<file path="src/rtl/idex_stage.sv">
// -----------------------------------------------------------------------------
// idex_stage -- two-stage ID/EX pipeline slice for a 32-bit MIPS datapath.
//
// Purpose
//   Stage S1 captures and decodes the instruction word coming from IF/ID.
//   Stage S2 drives the ex_* outputs into EX. Register-file operands are read
//   while the instruction sits in S1. They are latched into ex_A/ex_B on the
//   S1->S2 edge.
//   A load-use hazard (lw in S2 whose destination is a source of S1) inserts
//   exactly one bubble into S2 and holds S1 for one cycle.
//
// Optional feature (macro IDEX_FWD_EN)
//   When IDEX_FWD_EN is defined, the ports fwd_we/fwd_rd/fwd_data are added.
//   A matching write-back then overrides the register-file data latched into
//   ex_A/ex_B. When the macro is undefined, these ports do not exist and
//   ex_A/ex_B always take rf_A/rf_B.
//
// Ports
//   clk, rst              rising-edge clock; asynchronous active-high reset
//   in_valid/in_instr/in_pc4   instruction from IF/ID
//   in_ready              stage accepts in_instr this cycle
//   stall                 downstream hold request (freezes S1 and S2)
//   flush                 synchronous kill of both stages (highest priority)
//   rf_rs/rf_rt           register-file read addresses
//   rf_A/rf_B             register-file read data (one cycle after address)
//   fwd_we/fwd_rd/fwd_data  write-back forwarding (IDEX_FWD_EN only)
//   ex_*                  EX-stage instruction slot
//   hazard_stall          load-use bubble inserted this cycle
// -----------------------------------------------------------------------------
module idex_stage (
  input  logic        clk,
  input  logic        rst,
  input  logic        in_valid,
  input  logic [31:0] in_instr,
  input  logic [31:0] in_pc4,
  output logic        in_ready,
  input  logic        stall,
  input  logic        flush,
  output logic [4:0]  rf_rs,
  output logic [4:0]  rf_rt,
  input  logic [31:0] rf_A,
  input  logic [31:0] rf_B,
`ifdef IDEX_FWD_EN
  input  logic        fwd_we,
  input  logic [4:0]  fwd_rd,
  input  logic [31:0] fwd_data,
`endif
  output logic        ex_valid,
  output logic        ex_memread,
  output logic [31:0] ex_A,
  output logic [31:0] ex_B,
  output logic [31:0] ex_imm,
  output logic [31:0] ex_pc4,
  output logic [4:0]  ex_rs,
  output logic [4:0]  ex_rt,
  output logic [4:0]  ex_wreg,
  output logic [4:0]  ex_shamt,
  output logic [5:0]  ex_opcode,
  output logic [5:0]  ex_funct,
  output logic        hazard_stall
);

  localparam logic [5:0] OP_RTYPE = 6'h00;
  localparam logic [5:0] OP_JAL   = 6'h03;
  localparam logic [5:0] OP_ADDI  = 6'h08;
  localparam logic [5:0] OP_SLTI  = 6'h0A;
  localparam logic [5:0] OP_ANDI  = 6'h0C;
  localparam logic [5:0] OP_ORI   = 6'h0D;
  localparam logic [5:0] OP_LUI   = 6'h0F;
  localparam logic [5:0] OP_LW    = 6'h23;

  // ---------------------------------------------------------------------------
  // Instruction field split and decode of the incoming word
  // ---------------------------------------------------------------------------
  logic [5:0]  w_op;
  logic [4:0]  w_rs;
  logic [4:0]  w_rt;
  logic [4:0]  w_rd;
  logic [4:0]  w_shamt;
  logic [5:0]  w_funct;
  logic [15:0] w_imm16;
  logic [4:0]  w_dec_wreg;
  logic [31:0] w_dec_imm;
  logic        w_dec_memread;

  assign w_op    = in_instr[31:26];
  assign w_rs    = in_instr[25:21];
  assign w_rt    = in_instr[20:16];
  assign w_rd    = in_instr[15:11];
  assign w_shamt = in_instr[10:6];
  assign w_funct = in_instr[5:0];
  assign w_imm16 = in_instr[15:0];

  always_comb begin
    w_dec_wreg    = 5'd0;
    w_dec_imm     = {{16{w_imm16[15]}}, w_imm16};
    w_dec_memread = 1'b0;
    case (w_op)
      OP_RTYPE: w_dec_wreg = w_rd;
      OP_LW, OP_ADDI, OP_SLTI, OP_ANDI, OP_ORI, OP_LUI:
                w_dec_wreg = w_rt;
      OP_JAL:   w_dec_wreg = 5'd31;
      default:  w_dec_wreg = 5'd0;
    endcase
    case (w_op)
      OP_ANDI, OP_ORI: w_dec_imm = {16'h0000, w_imm16};
      OP_LUI:          w_dec_imm = {w_imm16, 16'h0000};
      default:         w_dec_imm = {{16{w_imm16[15]}}, w_imm16};
    endcase
    w_dec_memread = (w_op == OP_LW);
  end

  // ---------------------------------------------------------------------------
  // S1 registers (decoded instruction)
  // ---------------------------------------------------------------------------
  logic        r_s1_valid;
  logic        r_s1_memread;
  logic [5:0]  r_s1_op;
  logic [5:0]  r_s1_funct;
  logic [4:0]  r_s1_rs;
  logic [4:0]  r_s1_rt;
  logic [4:0]  r_s1_shamt;
  logic [4:0]  r_s1_wreg;
  logic [31:0] r_s1_imm;
  logic [31:0] r_s1_pc4;

  // S2 registers (EX slot)
  logic        r_ex_valid;
  logic        r_ex_memread;
  logic [31:0] r_ex_A;
  logic [31:0] r_ex_B;
  logic [31:0] r_ex_imm;
  logic [31:0] r_ex_pc4;
  logic [4:0]  r_ex_rs;
  logic [4:0]  r_ex_rt;
  logic [4:0]  r_ex_wreg;
  logic [4:0]  r_ex_shamt;
  logic [5:0]  r_ex_opcode;
  logic [5:0]  r_ex_funct;

  // ---------------------------------------------------------------------------
  // Hazard detection and handshake
  // ---------------------------------------------------------------------------
  logic w_hazard;
  logic w_in_ready;

  // A load in EX whose destination is a source of the instruction in S1 needs
  // one bubble. An external stall freezes everything, so no bubble is
  // inserted during a stall.
  assign w_hazard = ~stall & r_ex_valid & r_ex_memread & (r_ex_wreg != 5'd0) &
                    r_s1_valid &
                    ((r_ex_wreg == r_s1_rs) | (r_ex_wreg == r_s1_rt));

  assign w_in_ready = ~stall & ~w_hazard;

  // While S1 is held, keep re-reading its sources. The register-file data
  // then still belongs to the held instruction on the cycle it advances.
  assign rf_rs = w_in_ready ? w_rs : r_s1_rs;
  assign rf_rt = w_in_ready ? w_rt : r_s1_rt;

  // ---------------------------------------------------------------------------
  // Operand selection at the S1->S2 edge
  // ---------------------------------------------------------------------------
  logic [31:0] w_opa;
  logic [31:0] w_opb;

`ifdef IDEX_FWD_EN
  assign w_opa = (fwd_we && (fwd_rd != 5'd0) && (fwd_rd == r_s1_rs)) ? fwd_data : rf_A;
  assign w_opb = (fwd_we && (fwd_rd != 5'd0) && (fwd_rd == r_s1_rt)) ? fwd_data : rf_B;
`else
  assign w_opa = rf_A;
  assign w_opb = rf_B;
`endif

  // ---------------------------------------------------------------------------
  // S1 state
  // ---------------------------------------------------------------------------
  always_ff @(posedge clk or posedge rst) begin
    if (rst) begin
      r_s1_valid   <= 1'b0;
      r_s1_memread <= 1'b0;
      r_s1_op      <= 6'd0;
      r_s1_funct   <= 6'd0;
      r_s1_rs      <= 5'd0;
      r_s1_rt      <= 5'd0;
      r_s1_shamt   <= 5'd0;
      r_s1_wreg    <= 5'd0;
      r_s1_imm     <= 32'd0;
      r_s1_pc4     <= 32'd0;
    end else if (flush) begin
      r_s1_valid   <= 1'b0;
    end else if (w_in_ready) begin
      // in_valid=0 loads a bubble, so a gap propagates down the pipe
      r_s1_valid   <= in_valid;
      r_s1_memread <= w_dec_memread;
      r_s1_op      <= w_op;
      r_s1_funct   <= w_funct;
      r_s1_rs      <= w_rs;
      r_s1_rt      <= w_rt;
      r_s1_shamt   <= w_shamt;
      r_s1_wreg    <= w_dec_wreg;
      r_s1_imm     <= w_dec_imm;
      r_s1_pc4     <= in_pc4;
    end
  end

  // ---------------------------------------------------------------------------
  // S2 state
  // ---------------------------------------------------------------------------
  always_ff @(posedge clk or posedge rst) begin
    if (rst) begin
      r_ex_valid   <= 1'b0;
      r_ex_memread <= 1'b0;
      r_ex_A       <= 32'd0;
      r_ex_B       <= 32'd0;
      r_ex_imm     <= 32'd0;
      r_ex_pc4     <= 32'd0;
      r_ex_rs      <= 5'd0;
      r_ex_rt      <= 5'd0;
      r_ex_wreg    <= 5'd0;
      r_ex_shamt   <= 5'd0;
      r_ex_opcode  <= 6'd0;
      r_ex_funct   <= 6'd0;
    end else if (flush) begin
      r_ex_valid   <= 1'b0;
      r_ex_memread <= 1'b0;
    end else if (stall) begin
      // hold every field
    end else if (w_hazard) begin
      // Bubble: the remaining fields are don't-care while ex_valid is 0
      r_ex_valid   <= 1'b0;
      r_ex_memread <= 1'b0;
      r_ex_wreg    <= 5'd0;
    end else begin
      r_ex_valid   <= r_s1_valid;
      r_ex_memread <= r_s1_valid & r_s1_memread;
      r_ex_A       <= w_opa;
      r_ex_B       <= w_opb;
      r_ex_imm     <= r_s1_imm;
      r_ex_pc4     <= r_s1_pc4;
      r_ex_rs      <= r_s1_rs;
      r_ex_rt      <= r_s1_rt;
      r_ex_wreg    <= r_s1_wreg;
      r_ex_shamt   <= r_s1_shamt;
      r_ex_opcode  <= r_s1_op;
      r_ex_funct   <= r_s1_funct;
    end
  end

  // ---------------------------------------------------------------------------
  // Outputs
  // ---------------------------------------------------------------------------
  assign in_ready     = w_in_ready;
  assign hazard_stall = w_hazard;
  assign ex_valid     = r_ex_valid;
  assign ex_memread   = r_ex_memread;
  assign ex_A         = r_ex_A;
  assign ex_B         = r_ex_B;
  assign ex_imm       = r_ex_imm;
  assign ex_pc4       = r_ex_pc4;
  assign ex_rs        = r_ex_rs;
  assign ex_rt        = r_ex_rt;
  assign ex_wreg      = r_ex_wreg;
  assign ex_shamt     = r_ex_shamt;
  assign ex_opcode    = r_ex_opcode;
  assign ex_funct     = r_ex_funct;

endmodule

</file>
<file path="config.mk">
export PLATFORM = sky130hd
export DESIGN_NAME = idex_stage
export DESIGN_NICKNAME = d
export VERILOG_FILES = /design/src/rtl/idex_stage.sv
export SDC_FILE = /design/constraint.sdc
export NUM_CORES = 1
export LEC_CHECK = 0
export ABC_AREA = 0
export BUFFER_PORTS_ARGS = -buffer_cell sky130_fd_sc_hd__buf_2
export CORE_MARGIN = 5
export CORE_UTILIZATION = 35
export DETAILED_ROUTE_END_ITERATION = 16
export GPL_TIMING_DRIVEN = 0
export PLACE_DENSITY = 0.54
export SYNTH_ARGS = -nofsm -noshare
export SYNTH_HDL_FRONTEND = slang
export SYNTH_SLANG_ARGS = --single-unit
</file>
<file path="constraint.sdc">
create_clock -name clk -period 14.2 [get_ports clk]
set_input_delay 0.71 -clock clk [delete_from_list [all_inputs] [get_ports clk]]
set_output_delay 0.71 -clock clk [all_outputs]
set_load 0.05 [all_outputs]
</file>
Word-level counts from Yosys, hierarchy flattened:

Index checks and enable logic that the tools add are counted.

* bits in registers: 260
* input port bits: 133
* output and inout port bits: 174
* word-level logic and storage cells: 64

* equality and inequality tests: 10
* mux-type cells: 13
* bitwise logic cells: 11
* reduce and logical (&&, ||, !) cells: 8

Operator list (number)
* $pmux 32 s2: 1
* $eq 6x4->1 const B: 5
* $mux 5: 3
* $pmux 5 s3: 1
* $eq 5x5->1: 2
* $mux 1: 8
* $and 1x1->1: 7
* $eq 6x2->1 const B: 1
* $eq 6x6->1 const B: 1
* $logic_not 6->1: 1
* $reduce_or 6->1: 1
* $reduce_bool 5->1: 1
* $reduce_and 2->1: 2
* $not 1->1: 3
* $reduce_and 3->1: 1
* $ne 2x1->1 const B: 1
* $reduce_bool 2->1: 1
* $reduce_or 2->1: 1
* $or 1x1->1: 1

Depth between registers and ports, before layout:

Gate-level depths: netlist of the first run.

* depth in word-level cells: 10
* gate-level depth with buffers: 7
* gate-level depth less buffers: 6

Worst setup path before layout of the first run:

No wires, ideal clock.

* kind: input to output
* start: input port stall
* end: output port rf_rs[0]
* arrival: 2131 ps
* required time: 13490 ps
* setup slack: 11359 ps
* stages on the path: 6
* buffers on the path: 2
* path through: buf_2 -> nand4b_1 -> a21oi_2 -> a21oi_1 -> buf_2 -> mux2_2

* word-level cells in the longest chain between the ends: 9

Ends and longest elaborated chain
* from (decl): RTL line 37 `input logic stall,`
* $not 1->1 (no source line) (*)
* $and 1x1->1 (4 in series): RTL line 150 `assign w_hazard = ~stall & r_ex_valid & r_ex_memread & (r_ex_wreg != 5'd0) &`
* $and 1x1->1: RTL line 151 `r_s1_valid &`
* $not 1->1 (no source line)
* $and 1x1->1 (*): RTL line 154 `assign w_in_ready = ~stall & ~w_hazard;`
* via in_ready: RTL line 36 `output logic in_ready,`
* $mux 5 (*)
* to (decl): RTL line 39 `output logic [4:0] rf_rs,`

Mark *: on every way through the listed nets, which the timed path passes. The rest lies on a longest branch.

Worst setup path after layout of the first run:

* start: register r_ex_wreg[4], in the netlist ex_wreg[4]
* end: output port hazard_stall

* word-level cells in the longest chain between the ends: 4
* elaborated cells between the ends (all ways): 7
* classes of those cells: 2 x eq/ne; 4 x bitwise; 1 x reduce/logical

Ends and longest elaborated chain
* from (decl): RTL line 136 `logic [4:0] r_ex_wreg;`
* from (signal assigned): RTL line 243 `r_ex_wreg <= r_s1_wreg;`
* $reduce_bool 5->1: RTL line 150
* $and 1x1->1 (2 in series): RTL line 150
* $and 1x1->1 (*): RTL line 151
* to (decl): RTL line 60 `output logic hazard_stall`

Mark *: on every way between the ends. The rest lies on a longest branch, timed or not.

==> metrics.yaml, run 1 <==
critical_path:
  path_max_fanout: 10
  critPathLaunch: "ex_wreg[4]"
  critPathRequiredTime_ns: 13.49
  arrival_ns: 2.86
  crit_type: "reg -> out"
  cp-end-kind: "primary output"
  worstSetupStartpointType: "register"
  worstReg2RegStart: "ex_wreg[1]"
detailed_routing:
  wl_mm: 27.1
  num_vias: 6789
  avgRoutedWirePerCell_um: 18.8
  via_per_inst: 4.70
  drtAntennaViolNets: 0
  drtIter0Drc: 279
  drc: 0
  first_pass_iters: 4
final_layout:
  drive_gt1_frac: 0.541
  nNetsFinal: 1159
  layout_common_cells: "buf_2 (320), dfrtp_1 (260), mux2_4 (90)"
  layout_commonest_cell: "buf_2"
  syn_to_final_growth_pct: 29.5
  fillers: 2852
  final_cell_count_no_fill: 1446
run_status:
  status: "finished clean"
grt:
  antenna_found_initial: 2
  grt_pass1_vias: 7171
  grt_usage: 0.154
  grt_start_max_net_pins: 125
  grt_pass1_wl_mm: 41.9
  grt_overflow: 0
synth:
  syn_inst: 687
  netlist_area_mm2: 0.0107
  ys_types: 36
  synth_ff_type: "dfrtp_1"
  syn_area_per_cell_um2: 15.6
  ys_ff_latch: 260
  synth_edf_count: 0
  synth_fp_nets: 820
  synth_top_area_share: 0.608
  async_flop_share: 1.00
  yosys_warnings: 0
  yosysSeqAreaShare: 0.608
  synth.largest_area_cell: "dfrtp_1"
  synth.area.top_cells: "dfrtp_1 (61%), mux2_4 (13%), mux2_2 (8.3%), mux2_1 (6.3%), buf_6 (1.7%)"
cts:
  clk_pin_slew_ns: 0.06
  cts_tree: "done"
  cts_hold_buf: 0
  cts_buffer_depth: 3
  clkLatencyLatePin_ns: 0.55
  ctsResizeCount: 0
  cts_made_buffers: 30
  clock-sinks: 260
  ctsHtreeMaxLevel: 1
  root_buffer: "clkbuf_16"
  post-cts-setup-buffer-count: 0
pwr:
  peakVddDrop_v: 0.0000932
  p_leak_nw: 6.58
  power.density_mw_per_mm2: 176
placement:
  dp_hpwl_mm: 19.8
  place_inst: 1390
  place_ws_ns: 10.99
  port_buffers: 305
  globalplace.congestion: 0.727
floorplan:
  die_x_um: 185
  io_pins: 307
  dieArea_mm2: 0.0342
  core_area_mm2: 0.0304
  initial_utilization: 0.352
  die_h_um: 185
  row_count: 64
run:
  cap_violations: 0
timing:
  period_share: 0.252
  min_period_ns: 3.57
  worst_slack_ns: 10.63
  slew_violations: 0
  setup_viol: 0
  max_slew_margin: 0.462
  fin_tns_setup_ns: 0
  hold_viol: 0
  rsz0062_at_grt: "no"
  max_freq_mhz: 280
  timing.hold.ws_ns: 0.174
  clock_skew_ns: 0.0144
  worst_pin_slew_ns: 0.800
min_path:
  hp-class: "in -> async"
cells in the mapped netlist (2+ instances only):
master and instances:
dfrtp_1 260, nand2_1 19, mux2i_1 2, a21oi_1 2, buf_6 16, clkbuf_1 9
nand3b_1 2, o21ai_0 5, a211oi_1 15, xnor2_1 10, a221o_1 5, nor3_1 2
buf_2 15, or3_1 3, nor2_1 3, or2_2 2, nand3_1 18, mux2_2 79
o22ai_1 20, a2bb2oi_1 15, mux2_1 60, inv_1 22, mux2_4 90
layer usage:
layer | part of all wire | wire (um) | global-route usage | vias up
li1 | - | - | - | 3152
met1 | 0.44 | 11900 | 0.212 | 3423
met2 | 0.49 | 13200 | 0.255 | 185
met3 | 0.061 | 1660 | 0.0306 | 29
met4 | 0.013 | 364 | 0.0338 | 0
met5 | 0 | 0 | 0 | -
through the flow:
stage	instance area (um^2)	utilization	power, mW
final	13900	0.456	2.45
after detailed placement	12800	0.420	1.65
after global routing	13900	0.456	2.56
after global placement	12700	0.418	1.64
after floorplan	10700	-	1.46
after CTS	13900	0.456	2.48
worst max-delay path, stage by stage, from the launching register on:
cell and delay [ns]:
dfrtp_1 0.45, xnor2_1 0.21, nand3_1 0.11, o22ai_2 0.37, nand2_1 0.29, inv_1 0.27, buf_2 0.29, buf_2 0.32
worst paths after layout:
path                           endpoint  slack, ns  depth (start not counted)
setup / recovery           hazard_stall      10.63                          7
hold / removal             r_s1_pc4[27]       0.17                          2
setup reg to reg               ex_B[19]      11.93                          6
hold reg to reg                ex_B[17]       0.48                          1
max in group asynchronous    ex_imm[30]      13.08                          3
min in group clk                ex_A[4]       0.38                          2
report_power, final:
part / switching, mW / leakage [nW] / internal (mW)
clock network: 0.304 / 0.524 / 0.517
registers: 0.0687 / 3.08 / 0.869
logic: 0.477 / 2.98 / 0.211
total: 0.849 / 6.58 / 1.60
cell families after synthesis:
| kind of cell | Yosys count | share of synthesized area |
|---|---|---|
| AOI/OAI and AO/OA | 67 | 0.0476 |
| DFF | 260 | 0.608 |
| muxes | 231 | 0.274 |
| xor gates and xnor gates | 10 | 0.00818 |
| buffers and inverters | 63 | 0.0354 |
| and+or+nand+nor | 56 | 0.0270 |
registers in the layout (all words and copies together) (netlist names):
signal        cells
ex_A             32
ex_B             32
ex_imm           32
ex_pc4           32
r_s1_imm         32
r_s1_pc4         32
ex_funct          6
ex_opcode         6
r_s1_funct        6
r_s1_op           6
ex_rs             5
ex_rt             5
ex_shamt          5
ex_wreg           5
r_s1_rs           5
r_s1_rt           5
r_s1_shamt        5
r_s1_wreg         5
ex_memread        1
ex_valid          1
r_s1_memread      1
r_s1_valid        1
layout make-up:
class	instances	area, um^2	share of cell area
Sequential cell	260	6510	0.469
Multi-Input combinational cell	364	3820	0.276
Timing Repair Buffer	307	1580	0.114
Clock buffer	41	873	0.0630
Tap cell	396	495	0.0357
Buffer	41	297	0.0214
Clock inverter	13	195	0.0141
Inverter	22	90.1	0.00650
Antenna cell	2	5.00	0.000361
Note: power is estimated with default switching activity, not from simulation.
==> inputs of run 2 (changes only) <==
Settings changed: PLACE_DENSITY 0.54 to 0.56.
Clock period 14.2 ns to 2.9 ns, I/O delays scaled along.
==> metrics.yaml, run 2 (synthesis results as in run 1) <==
cts:
  clk_pin_slew_ns: 0.06
  root_buffer: "clkbuf_16"
  cts_tree: "done"
  ctsHtreeMaxLevel: 1
  clkLatencyLatePin_ns: 0.55
  post-cts-setup-buffer-count: 0
  clock-sinks: 260
  cts_buffer_depth: 3
  cts_made_buffers: 29
timing:
  fin_tns_setup_ns: 0
  period_share: 0.958
  min_period_ns: 2.78
  slew_violations: 0
  max_freq_mhz: 360
  worst_pin_slew_ns: 0.751
  timing.hold.ws_ns: 0.197
  clock_skew_ns: 0.0192
  max_slew_margin: 0.495
  setup_viol: 0
  rsz0062_at_grt: "no"
  hold_viol: 0
final_layout:
  nNetsFinal: 1297
  drive_gt1_frac: 0.482
  diodes: 0
  syn_to_final_growth_pct: 42.2
  layout_commonest_cell: "buf_2"
  layout_common_cells: "buf_2 (319), dfrtp_1 (260), dlygate4sd3_1 (133)"
  final_area_mm2: 0.0152
pwr:
  switching_share: 0.351
  p_comb_frac: 0.299
  power.density_mw_per_mm2: 781
  intPower_mw: 7.72
  p_switching_mw: 4.17
  p_leak_nw: 7.15
  pwr-share-seq: 0.386
  pwr-share-clk: 0.315
  peakVddDrop_v: 0.000449
detailed_routing:
  via_per_inst: 4.59
  drtIter0Drc: 287
  drtAntennaViolNets: 0
  wl_mm: 28.7
  drc: 0
  avgRoutedWirePerCell_um: 18.1
  first_pass_iters: 4
  num_vias: 7263
placement:
  globalplace.congestion: 0.762
  place_area_mm2: 0.0129
  dp_hpwl_mm: 20.4
  port_buffers: 305
critical_path:
  path_max_fanout: 10
  arrival_ns: 2.63
  worstSetupStartpointType: "register"
  critPathMaxStageDelay_ns: 0.44
  cp_top_family: "buffers and inverters"
  crit_type: "reg -> out"
  crit_chain: "nor3_1 > a21oi_2 > a21oi_1 > buf_4 > mux2_2 > buf_2"
  worstReg2RegStart: "ex_wreg[4]"
  cp_num_buf_inv: 2
  rr_endpoint: "ex_memread"
  cp_slowest_cell: "dfrtp_1"
  critPathRequiredTime_ns: 2.76
  r2r_setup_slack_ns: 0.41
  cp-end-kind: "primary output"
  reg2reg_depth: 8
floorplan:
  die_x_um: 185
  io_pins: 307
  initial_utilization: 0.352
  core_area_mm2: 0.0304
  dieArea_mm2: 0.0342
  die_h_um: 185
  row_count: 64
grt:
  grt_overflow: 0
  antenna_found_initial: 0
  grt_usage: 0.165
  grt_start_max_net_pins: 42
  grt_pass1_wl_mm: 45.2
  grt_pass1_vias: 7948
run:
  cap_violations: 0
run_status:
  status: "finished clean"
min_path:
  hp-class: "in -> async"
-- run 2: repair_timing --
item | 4_1_cts | 5_1_grt
setup endpoints to repair | 10 | 1
gates resized for setup | 2 | 2
hold buffers | 133 | 0
hold endpoints to repair | 198 | 0
-- run 2: cell type report --
type / instances / area (um^2)
well taps: 396 / 495
multi-input cells: 364 / 3830
clock inverters: 9 / 128
inverters: 22 / 86.3
fillers: 2671 / 15200
plain buffers: 41 / 299
flip-flops and latches: 260 / 6510
repair buffers: 446 / 3020
clock buffers: 43 / 858
-- run 2: power by group through the flow --
stage / sequential [mW] / clock, mW / combinational, mW
after global routing: 4.68 / 4.05 / 3.73
after detailed placement: 4.66 / 0 / 3.44
after CTS: 4.60 / 3.88 / 3.59
after global placement: 4.64 / 0 / 3.39
after floorplan: 6.17 / 0 / 0.981
final: 4.59 / 3.75 / 3.55
-- run 2: stage by stage --
stage	power (mW)	utilization	setup slack (ns)	std cells
CTS	12.1	0.500	0.00585	1581
global route	12.5	0.500	0.0268	1581
global placement	8.03	0.418	-2.45	1388
detailed placement	8.09	0.424	0.508	1396
finish	11.9	0.500	0.122	1581
floorplan	7.15	-	-0.673	687
-- run 2: how the worst max path moves through the flow --
stage	from	end	slack, ns	depth (start not counted)
floorplan	rst	ex_A[0]	-0.67	1
global placement	rst	ex_A[25]	-2.45	2
detailed placement	ex_wreg[4]	hazard_stall	0.51	7
CTS	ex_wreg[4]	hazard_stall	0.006	7
global route	ex_wreg[0]	rf_rt[3]	0.03	6
finish	ex_wreg[0]	rf_rt[1]	0.12	6
-- run 2: layer usage --
layer	part of all wire	vias to the layer above	global-route usage
li1	-	3428	-
met1	0.45	3589	0.227
met2	0.48	204	0.270
met3	0.059	42	0.0340
met4	0.021	0	0.0411
met5	0	-	0
-- run 2: tightest hold or removal path, stage by stage --
cell	delay, ns
dlygate4sd3_1	0.53
buf_2	0.13
clkinvlp_4	0.35
==> inputs of run 3 (changes only) <==
Settings changed: ABC_CLOCK_PERIOD_IN_PS set to 2900, CORE_MARGIN 5 to 3.
==> metrics.yaml, run 3 (synthesis results as in run 1) <==
grt:
  grt_start_max_net_pins: 42
  grt_pass1_wl_mm: 45.6
  grt_pass1_vias: 7937
  antenna_found_initial: 0
  grt_usage: 0.172
  grt_overflow: 0
timing:
  max_slew_margin: 0.519
  clock_skew_ns: 0.0135
  fin_tns_setup_ns: 0
  max_freq_mhz: 361
  slew_violations: 0
  worst_pin_slew_ns: 0.715
  period_share: 0.954
  rsz0062_at_grt: "no"
  hold_viol: 0
  setup_viol: 0
  min_period_ns: 2.77
cts:
  clkLatencyLatePin_ns: 0.55
  clock-sinks: 260
  ctsHtreeMaxLevel: 1
  post-cts-setup-buffer-count: 0
  cts_tree: "done"
  cts_made_buffers: 30
  clk_pin_slew_ns: 0.06
  cts_buffer_depth: 3
  root_buffer: "clkbuf_16"
detailed_routing:
  drc: 0
  via_per_inst: 4.69
  first_pass_iters: 4
  num_vias: 7383
  drtIter0Drc: 263
  avgRoutedWirePerCell_um: 18.0
  wl_mm: 28.4
  drtAntennaViolNets: 0
floorplan:
  core_area_mm2: 0.0299
  die_h_um: 181
  row_count: 63
  die_x_um: 181
  initial_utilization: 0.358
  io_pins: 307
  dieArea_mm2: 0.0327
final_layout:
  fillers: 2595
  drive_gt1_frac: 0.483
  diodes: 0
  layout_commonest_cell: "buf_2"
  postLayoutCoreUtil: 0.509
  multi_input_area_mm2: 0.00383
  regArea_mm2: 0.00651
  nNetsFinal: 1296
  syn_to_final_growth_pct: 42.0
  layout_common_cells: "buf_2 (319), dfrtp_1 (260), dlygate4sd3_1 (132)"
placement:
  globalplace.congestion: 0.755
  dp_hpwl_mm: 19.9
  port_buffers: 305
critical_path:
  worstSetupStartpointType: "register"
  path_max_fanout: 10
  arrival_ns: 2.62
  critPathRequiredTime_ns: 2.76
  crit_type: "reg -> out"
  cp-end-kind: "primary output"
min_path:
  hp-class: "in -> async"
pwr:
  peakVddDrop_v: 0.000506
  power.density_mw_per_mm2: 785
  p_leak_nw: 7.14
run_status:
  status: "finished clean"
run:
  cap_violations: 0
[run 3: cell types whose count changed in the layout (fill, tap and decap cells not counted)]
| cell | change |
|---|---|
| buf_12 | -1 |
| inv_6 | -1 |
| clkbuf_16 | +2 |
| clkinv_2 | +3 |
| clkbuf_4 | +1 |
| clkinv_4 | -1 |
| buf_4 | -1 |
| bufinv_16 | -1 |
| dlygate4sd3_1 | -1 |
[run 3: through the flow]
step	instance area, um^2	cells	hold slack (ns)	setup slack [ns]	total power, mW
6_report	15200	1575	0.0915	0.133	11.9
5_1_grt	15200	1575	0.0945	0.00178	12.5
4_1_cts	15200	1575	0.0538	0.0357	12.1
3_5_place_dp	12900	1389	0.0934	0.449	8.08
3_3_place_gp	12700	1382	0.359	-2.42	8.02
2_1_floorplan	10700	687	0.254	-0.673	7.15
[run 3: final timing paths]
check,endpoint,cells past startpoint,slack (ns),from
max,rf_rt[3],6,0.13,ex_wreg[0]
min reg2reg,ex_B[20],1,0.48,ex_B[20]
min in group clk,ex_B[0],3,0.36,rf_B[0]
min,r_s1_pc4[15],3,0.09,rst
max reg2reg,ex_B[23],6,0.55,ex_wreg[0]
max in group asynchronous,ex_B[1],7,1.53,rst
[run 3: layer usage]
metal	wire, um	track usage	vias to the layer above	part of all wire
li1	-	-	3421	-
met3	1350	0.0292	63	0.048
met4	812	0.0470	0	0.029
met1	12500	0.231	3696	0.44
met2	13700	0.288	203	0.48
met5	0	0	-	0
[run 3: critical path: stages (launching register included)]
cell and delay, ns:
dfrtp_1 0.44, nor3_1 0.30, a21oi_2 0.17, a21oi_1 0.26, buf_2 0.32, mux2_2 0.37
buf_2 0.22
[run 3: report_power, final]
group	internal, mW	switching (mW)
combinational	1.16	2.37
clock	2.32	1.48
sequential	4.26	0.339
total	7.74	4.19
[run 3: cell type report]
cell class / instances / share of cell area
buffer: 41 / 0.0195
clock inverter: 9 / 0.00625
multi-input combinational: 364 / 0.252
timing repair buffer: 444 / 0.197
clock buffer: 45 / 0.0597
inverter: 22 / 0.00568
sequential: 260 / 0.428
tap: 390 / 0.0321
[run 3: what timing repair did]
action                                  in CTS  in global routing
endpoints found under the hold margin      234                  0
gates resized for setup                      2                  2
pin swaps                                    0                  0
endpoints found under the setup margin       1                 10
hold buffers                               132                  0
